--- src/rtl/vga_raster_gen.sv ---
// vga_raster_gen: VGA raster timing generator; scan counters out, colour sampled back one pixel later to DAC pins
// ports: clck/reset_n/pix_en control, red_in/green_in/blue_in colour for current x_coords/y_coords,
//        x_coords/y_coords scan position, hsync/vsync/video_on/red/green/blue/frame_start aligned DAC-side outputs
module vga_raster_gen #(
  parameter int H_ACTIVE = 640,
  parameter int H_FRONT  = 16,
  parameter int H_SYNC   = 96,
  parameter int H_BACK   = 48,
  parameter int V_ACTIVE = 480,
  parameter int V_FRONT  = 10,
  parameter int V_SYNC   = 2,
  parameter int V_BACK   = 33
) (
  input  logic       clck,
  input  logic       reset_n,
  input  logic       pix_en,
  input  logic [3:0] red_in,
  input  logic [3:0] green_in,
  input  logic [3:0] blue_in,
  output logic [9:0] x_coords,
  output logic [9:0] y_coords,
  output logic       hsync,
  output logic       vsync,
  output logic       video_on,
  output logic [3:0] red,
  output logic [3:0] green,
  output logic [3:0] blue,
  output logic       frame_start
);
  localparam logic [9:0] H_LAST = 10'(H_ACTIVE + H_FRONT + H_SYNC + H_BACK - 1);
  localparam logic [9:0] V_LAST = 10'(V_ACTIVE + V_FRONT + V_SYNC + V_BACK - 1);
  localparam logic [9:0] H_VIS  = 10'(H_ACTIVE);
  localparam logic [9:0] V_VIS  = 10'(V_ACTIVE);
  localparam logic [9:0] HS_BEG = 10'(H_ACTIVE + H_FRONT);
  localparam logic [9:0] HS_END = 10'(H_ACTIVE + H_FRONT + H_SYNC);
  localparam logic [9:0] VS_BEG = 10'(V_ACTIVE + V_FRONT);
  localparam logic [9:0] VS_END = 10'(V_ACTIVE + V_FRONT + V_SYNC);
  logic [9:0]  x_q, x_d, y_q, y_d;
  logic        hs_q, hs_d, vs_q, vs_d, von_q, von_d, fs_q, fs_d;
  logic [11:0] rgb_q, rgb_d;
  always_comb begin
    x_d   = !pix_en ? x_q : (x_q == H_LAST) ? '0 : x_q + 10'd1;
    y_d   = !(pix_en && x_q == H_LAST) ? y_q : (y_q == V_LAST) ? '0 : y_q + 10'd1;
    von_d = (x_q < H_VIS) && (y_q < V_VIS);
    hs_d  = !((x_q >= HS_BEG) && (x_q < HS_END));
    vs_d  = !((y_q >= VS_BEG) && (y_q < VS_END));
    rgb_d = von_d ? {red_in, green_in, blue_in} : '0;
    fs_d  = (x_q == '0) && (y_q == '0);
  end
  // output stage describes the pixel the counters pointed at before this edge,
  // so every pin lines up with the colour the generators returned for it
  always_ff @(posedge clck or negedge reset_n) begin
    if (!reset_n) begin
      x_q   <= '0;
      y_q   <= '0;
      hs_q  <= 1'b1;
      vs_q  <= 1'b1;
      von_q <= 1'b0;
      rgb_q <= '0;
      fs_q  <= 1'b0;
    end else begin
      x_q <= x_d;
      y_q <= y_d;
      if (pix_en) begin
        hs_q  <= hs_d;
        vs_q  <= vs_d;
        von_q <= von_d;
        rgb_q <= rgb_d;
        fs_q  <= fs_d;
      end
    end
  end
  assign x_coords           = x_q;
  assign y_coords           = y_q;
  assign hsync              = hs_q;
  assign vsync              = vs_q;
  assign video_on           = von_q;
  assign {red, green, blue} = rgb_q;
  assign frame_start        = fs_q;
endmodule

--- config.mk ---
export PLATFORM = sky130hd
export DESIGN_NAME = vga_raster_gen
export DESIGN_NICKNAME = d
export VERILOG_FILES = /design/src/rtl/vga_raster_gen.sv
export SDC_FILE = /design/constraint.sdc
export NUM_CORES = 1
export LEC_CHECK = 0
export ABC_AREA = 1
export ABC_CLOCK_PERIOD_IN_PS = 1240
export BUFFER_PORTS_ARGS = -buffer_cell sky130_fd_sc_hd__buf_2
export CAP_MARGIN = 40
export CORE_ASPECT_RATIO = 0.6
export CORE_MARGIN = 10
export CORE_UTILIZATION = 45
export CTS_CLUSTER_SIZE = 30
export DETAILED_ROUTE_END_ITERATION = 10
export GPL_TIMING_DRIVEN = 0
export PLACE_DENSITY_LB_ADDON = 0.12
export SETUP_SLACK_MARGIN = 0.4
export SYNTH_ARGS = -nofsm -noshare
export SYNTH_HDL_FRONTEND = slang
export SYNTH_SLANG_ARGS = --single-unit
--- constraint.sdc ---
create_clock -name clck -period 1.24 [get_ports clck]
set_input_delay 0.248 -clock clck [delete_from_list [all_inputs] [get_ports clck]]
set_output_delay 0.248 -clock clck [all_outputs]
set_load 0.05 [all_outputs]
==> flow_metrics.py <==
metrics = {
    "sta": {
        "fin_crit_ns": 1.42,
        "hold_violations": 0,
        "finalCritPeriodShare_pct": 114,
        "finalWorstSetupSlack_ns": -0.178,
        "rsz0062_at_grt": "yes",
        "worst_slew_pin_slew_ns": 0.791,
        "finalClockSkew_ns": 0.0104,
        "finalMaxSlewViolations": 0,
        "maxSlewHeadroom_pct": 47.3,
        "setup-violations-final": 42,
        "fmax_mhz": 705,
    },
    "synth": {
        "synth-compound-area-share_pct": 5.86,
        "synth_top_area_share_pct": 45.8,
        "synth-seq-cells": 36,
        "yosysTopAreaCell": "dfrtp_1",
        "synthXorXnorAreaFrac_pct": 3.30,
        "seq_area_frac_synth_pct": 48.7,
        "synth_top_family_by_area": "simple AND/OR/NAND/NOR gates",
        "synthTopCellsByArea": "dfrtp_1, nand2_1, inv_1, nand3_1, xor2_1",
        "yosysUniqueCellTypes": 31,
        "syn_area_sq_mm": 0.00186,
        "synthSimpleGateAreaFrac_pct": 32.5,
        "synthCells": 229,
        "synth-adder-area-share_pct": 2.70,
        "ys.warnings.count": 0,
        "synthMuxAreaShare_pct": 0,
        "synth_nets": 248,
        "post_synth.cell_area_avg_sq_um": 8.11,
    },
    "setup_path": {
        "critPathMaxStageDelay_ns": 0.42,
        "crit_required_ns": 1.43,
        "cp-start-kind": "flip-flop",
        "arrival_ns": 1.61,
        "crit_path_end_kind": "flip-flop",
        "crit_chain": "ha_4 > nand2_4 > nor2_4 > nand3_4 > nor2_8 > inv_6 > nand2_1 > nand2_1",
        "cpMostUsedCell": "nand2_1",
        "rr_startpoint": "x_coords[0]",
        "critPathMaxFanout": 8,
        "cp_top_family": "simple AND/OR/NAND/NOR gates",
        "cp-startpoint": "x_coords[0]",
        "setup.worst_path.class": "reg -> reg",
        "crit_buf_inv": 1,
        "cpMaxStageDelayCell": "dfrtp_2",
    },
    "floorplanning": {
        "fp-row-count": 17,
        "initial_core_util_pct": 48.5,
        "num_io_pins": 51,
        "fp.dieW_microns": 103,
        "coreArea_sq_mm": 0.00383,
        "die_h_microns": 69.8,
        "dieArea_sq_mm": 0.00718,
    },
    "global_route": {
        "grt_pass1_vias": 1782,
        "grtUsageTotal_pct": 15.4,
        "grt_max_degree": 37,
        "grt_antenna_before_repair": 0,
        "grt_pass1_wl_microns": 8870,
        "grt_overflow": 0,
    },
    "cts": {
        "numCtsBuffers": 5,
        "h-tree-depth": 2,
        "path_clk_slew_ns": 0.08,
        "ctsLongestPathBuffers": 2,
        "cts_tree": "yes",
        "clock_latency_ns": 0.30,
        "clockRootBuffer": "clkbuf_8",
        "cts_hold_buf": 0,
        "cts.sinks": 36,
    },
    "layout": {
        "insertedDiodeCount": 0,
        "final_layout_size_suffix_gt1_share_pct": 65.0,
        "layoutNonFillerInstCount": 393,
        "synthToLayoutAreaGrowth_pct": 85.0,
        "fillers": 158,
        "nNetsFinal": 364,
        "final_util_pct": 89.7,
    },
    "detailed_routing": {
        "via_count": 2142,
        "drtAntennaViolNets": 0,
        "met1Wirelength_microns": 2950,
        "highest_layer": "met4",
        "wl_met2_microns": 3760,
        "drtIter0Drc": 206,
        "drt_wl_total_microns": 7600,
        "wl_met3_microns": 577,
        "avgViaCountPerCell": 5.45,
        "drc": 0,
        "wire_per_inst_microns": 19.3,
        "drt_first_pass_iters": 4,
    },
    "power": {
        "comb_power_share_pct": 52.5,
        "pwr-share-seq_pct": 29.8,
        "p_switching_mw": 2.50,
        "cellPowerDensity_mw_per_mm2": 1700,
        "cellInternalPower_mw": 3.35,
        "power_leakage_nw": 1.65,
        "pwr-share-clk_pct": 17.7,
        "swShare_pct": 42.8,
        "irDropWorstVdd_mv": 2.02,
    },
    "job": {
        "drv_cap": 0,
    },
    "placed_design": {
        "place.gp.congestion": 0.857,
        "dp_hpwl_microns": 3690,
        "place_inst": 326,
        "port_buffers": 50,
    },
    "run_status": {
        "violations": "negative setup slack",
        "status": "complete, but fails checks",
    },
    "worst_hold_path": {
        "min_path_type": "in -> async",
    },
}
-- power groups by stage --
stage | combinational (mW) | sequential (mW) | clock, mW
3_3_place_gp | 1.81 | 1.68 | 0
2_1_floorplan | 0.651 | 2.41 | 0
5_1_grt | 3.23 | 1.77 | 1.11
4_1_cts | 2.39 | 1.70 | 1.04
6_report | 3.07 | 1.74 | 1.04
3_5_place_dp | 1.82 | 1.69 | 0
-- cell type report --
cell class	count	area, sq um	share of cell area, %
Buffer	4	35.0	1.02
Clock buffer	5	68.8	2.00
Clock inverter	3	42.5	1.24
Inverter	28	115	3.35
Multi-Input combinational cell	162	1080	31.6
Sequential cell	36	946	27.5
Tap cell	47	58.8	1.71
Timing Repair Buffer	108	1080	31.5
-- placed cells by master (no fill, tap or decap), types with 2 or more instances in the layout --
master,instances
buf_12,2
buf_2,16
buf_4,42
buf_6,23
buf_8,28
clkbuf_8,5
dfrtp_2,34
dfstp_2,2
ha_1,2
ha_4,2
inv_1,14
inv_2,11
inv_4,2
nand2_1,54
nand2_2,18
nand2_4,8
nand3_1,10
nand3_2,3
nand4_1,7
nor2_1,7
nor2_2,4
nor2_4,6
nor3_1,3
nor3_4,3
o21ai_0,3
o21ai_1,10
o21ai_2,2
xor2_1,6
-- final timing paths --
kind | endpoint | slack [ns] | cells after the start
worst max register to register | y_coords[4] | -0.18 | 8
max in group asynchronous | rgb_q[9] | 0.66 | 1
worst min-delay path | x_coords[6] | 0.03 | 1
min in group clck | rgb_q[10] | 0.15 | 3
worst max-delay path | y_coords[4] | -0.18 | 8
worst min register to register | rgb_q[4] | 0.53 | 2
-- metal layers --
metal | up-vias | global-route usage [%]
li1 | 961 | -
met5 | - | 0
met3 | 29 | 4.86
met4 | 0 | 4.41
met1 | 1055 | 21.5
met2 | 97 | 21.8
-- worst reg2reg max path, delay by kind of cell, from the launching register on --
| family | cells | cell delay (ns) |
|---|---|---|
| buf+inv | 1 | 0.07 |
| simple gates | 6 | 0.63 |
| flops | 1 | 0.42 |
| fa+ha+maj | 1 | 0.18 |
-- cells by family (layout without fill, tap and decap cells) --
kind of cell / after synthesis / after routing
xor+xnor: 7 / 7
fa+ha+maj: 4 / 4
flops: 36 / 36
compound gates: 20 / 20
buf+inv: 32 / 148
simple gates: 130 / 131
-- state kept, by name, summed over array words and instances (netlist names) --
signal,count
hsync,1
rgb_q,12
y_coords,10
x_coords,10
frame_start,1
vsync,1
video_on,1
-- per-stage QoR --
step                      worst slack (ns)  power (mW)  hold slack, ns  TNS (ns)  area [sq um]
final                               -0.178        5.85          0.0350     -3.55          3430
after floorplan                     -0.212        3.06         -0.0476     -2.91          1980
after CTS                           -0.104        5.13          0.0677     -1.63          2890
after detailed placement            -0.187        3.51           0.376     -3.45          2290
after global routing                -0.235        6.11           0.101     -5.51          3430
after global placement              -0.173        3.48           0.389     -3.08          2290
-- cells in the mapped netlist, drive strengths merged --
cell and count:
o31ai 1, inv 28, o211ai 1, nor3 7, a21oi 1, nor4 1, nor2 17, nand3 14
clkbuf 1, buf 3, xor2 7, nand2 80, o21a 1, or2 2, ha 4, nand3b 1
nand4 8, o21ai 15, dfstp 2, dfrtp 34, a31oi 1
-- what timing repair did --
item                       4_1_cts  5_1_grt
resized for setup               95       79
gates cloned                     1        1
pin swaps                        8       24
setup endpoints to repair       72       72
buffers inserted                21       36
Note: power is estimated with default switching activity, not from simulation.
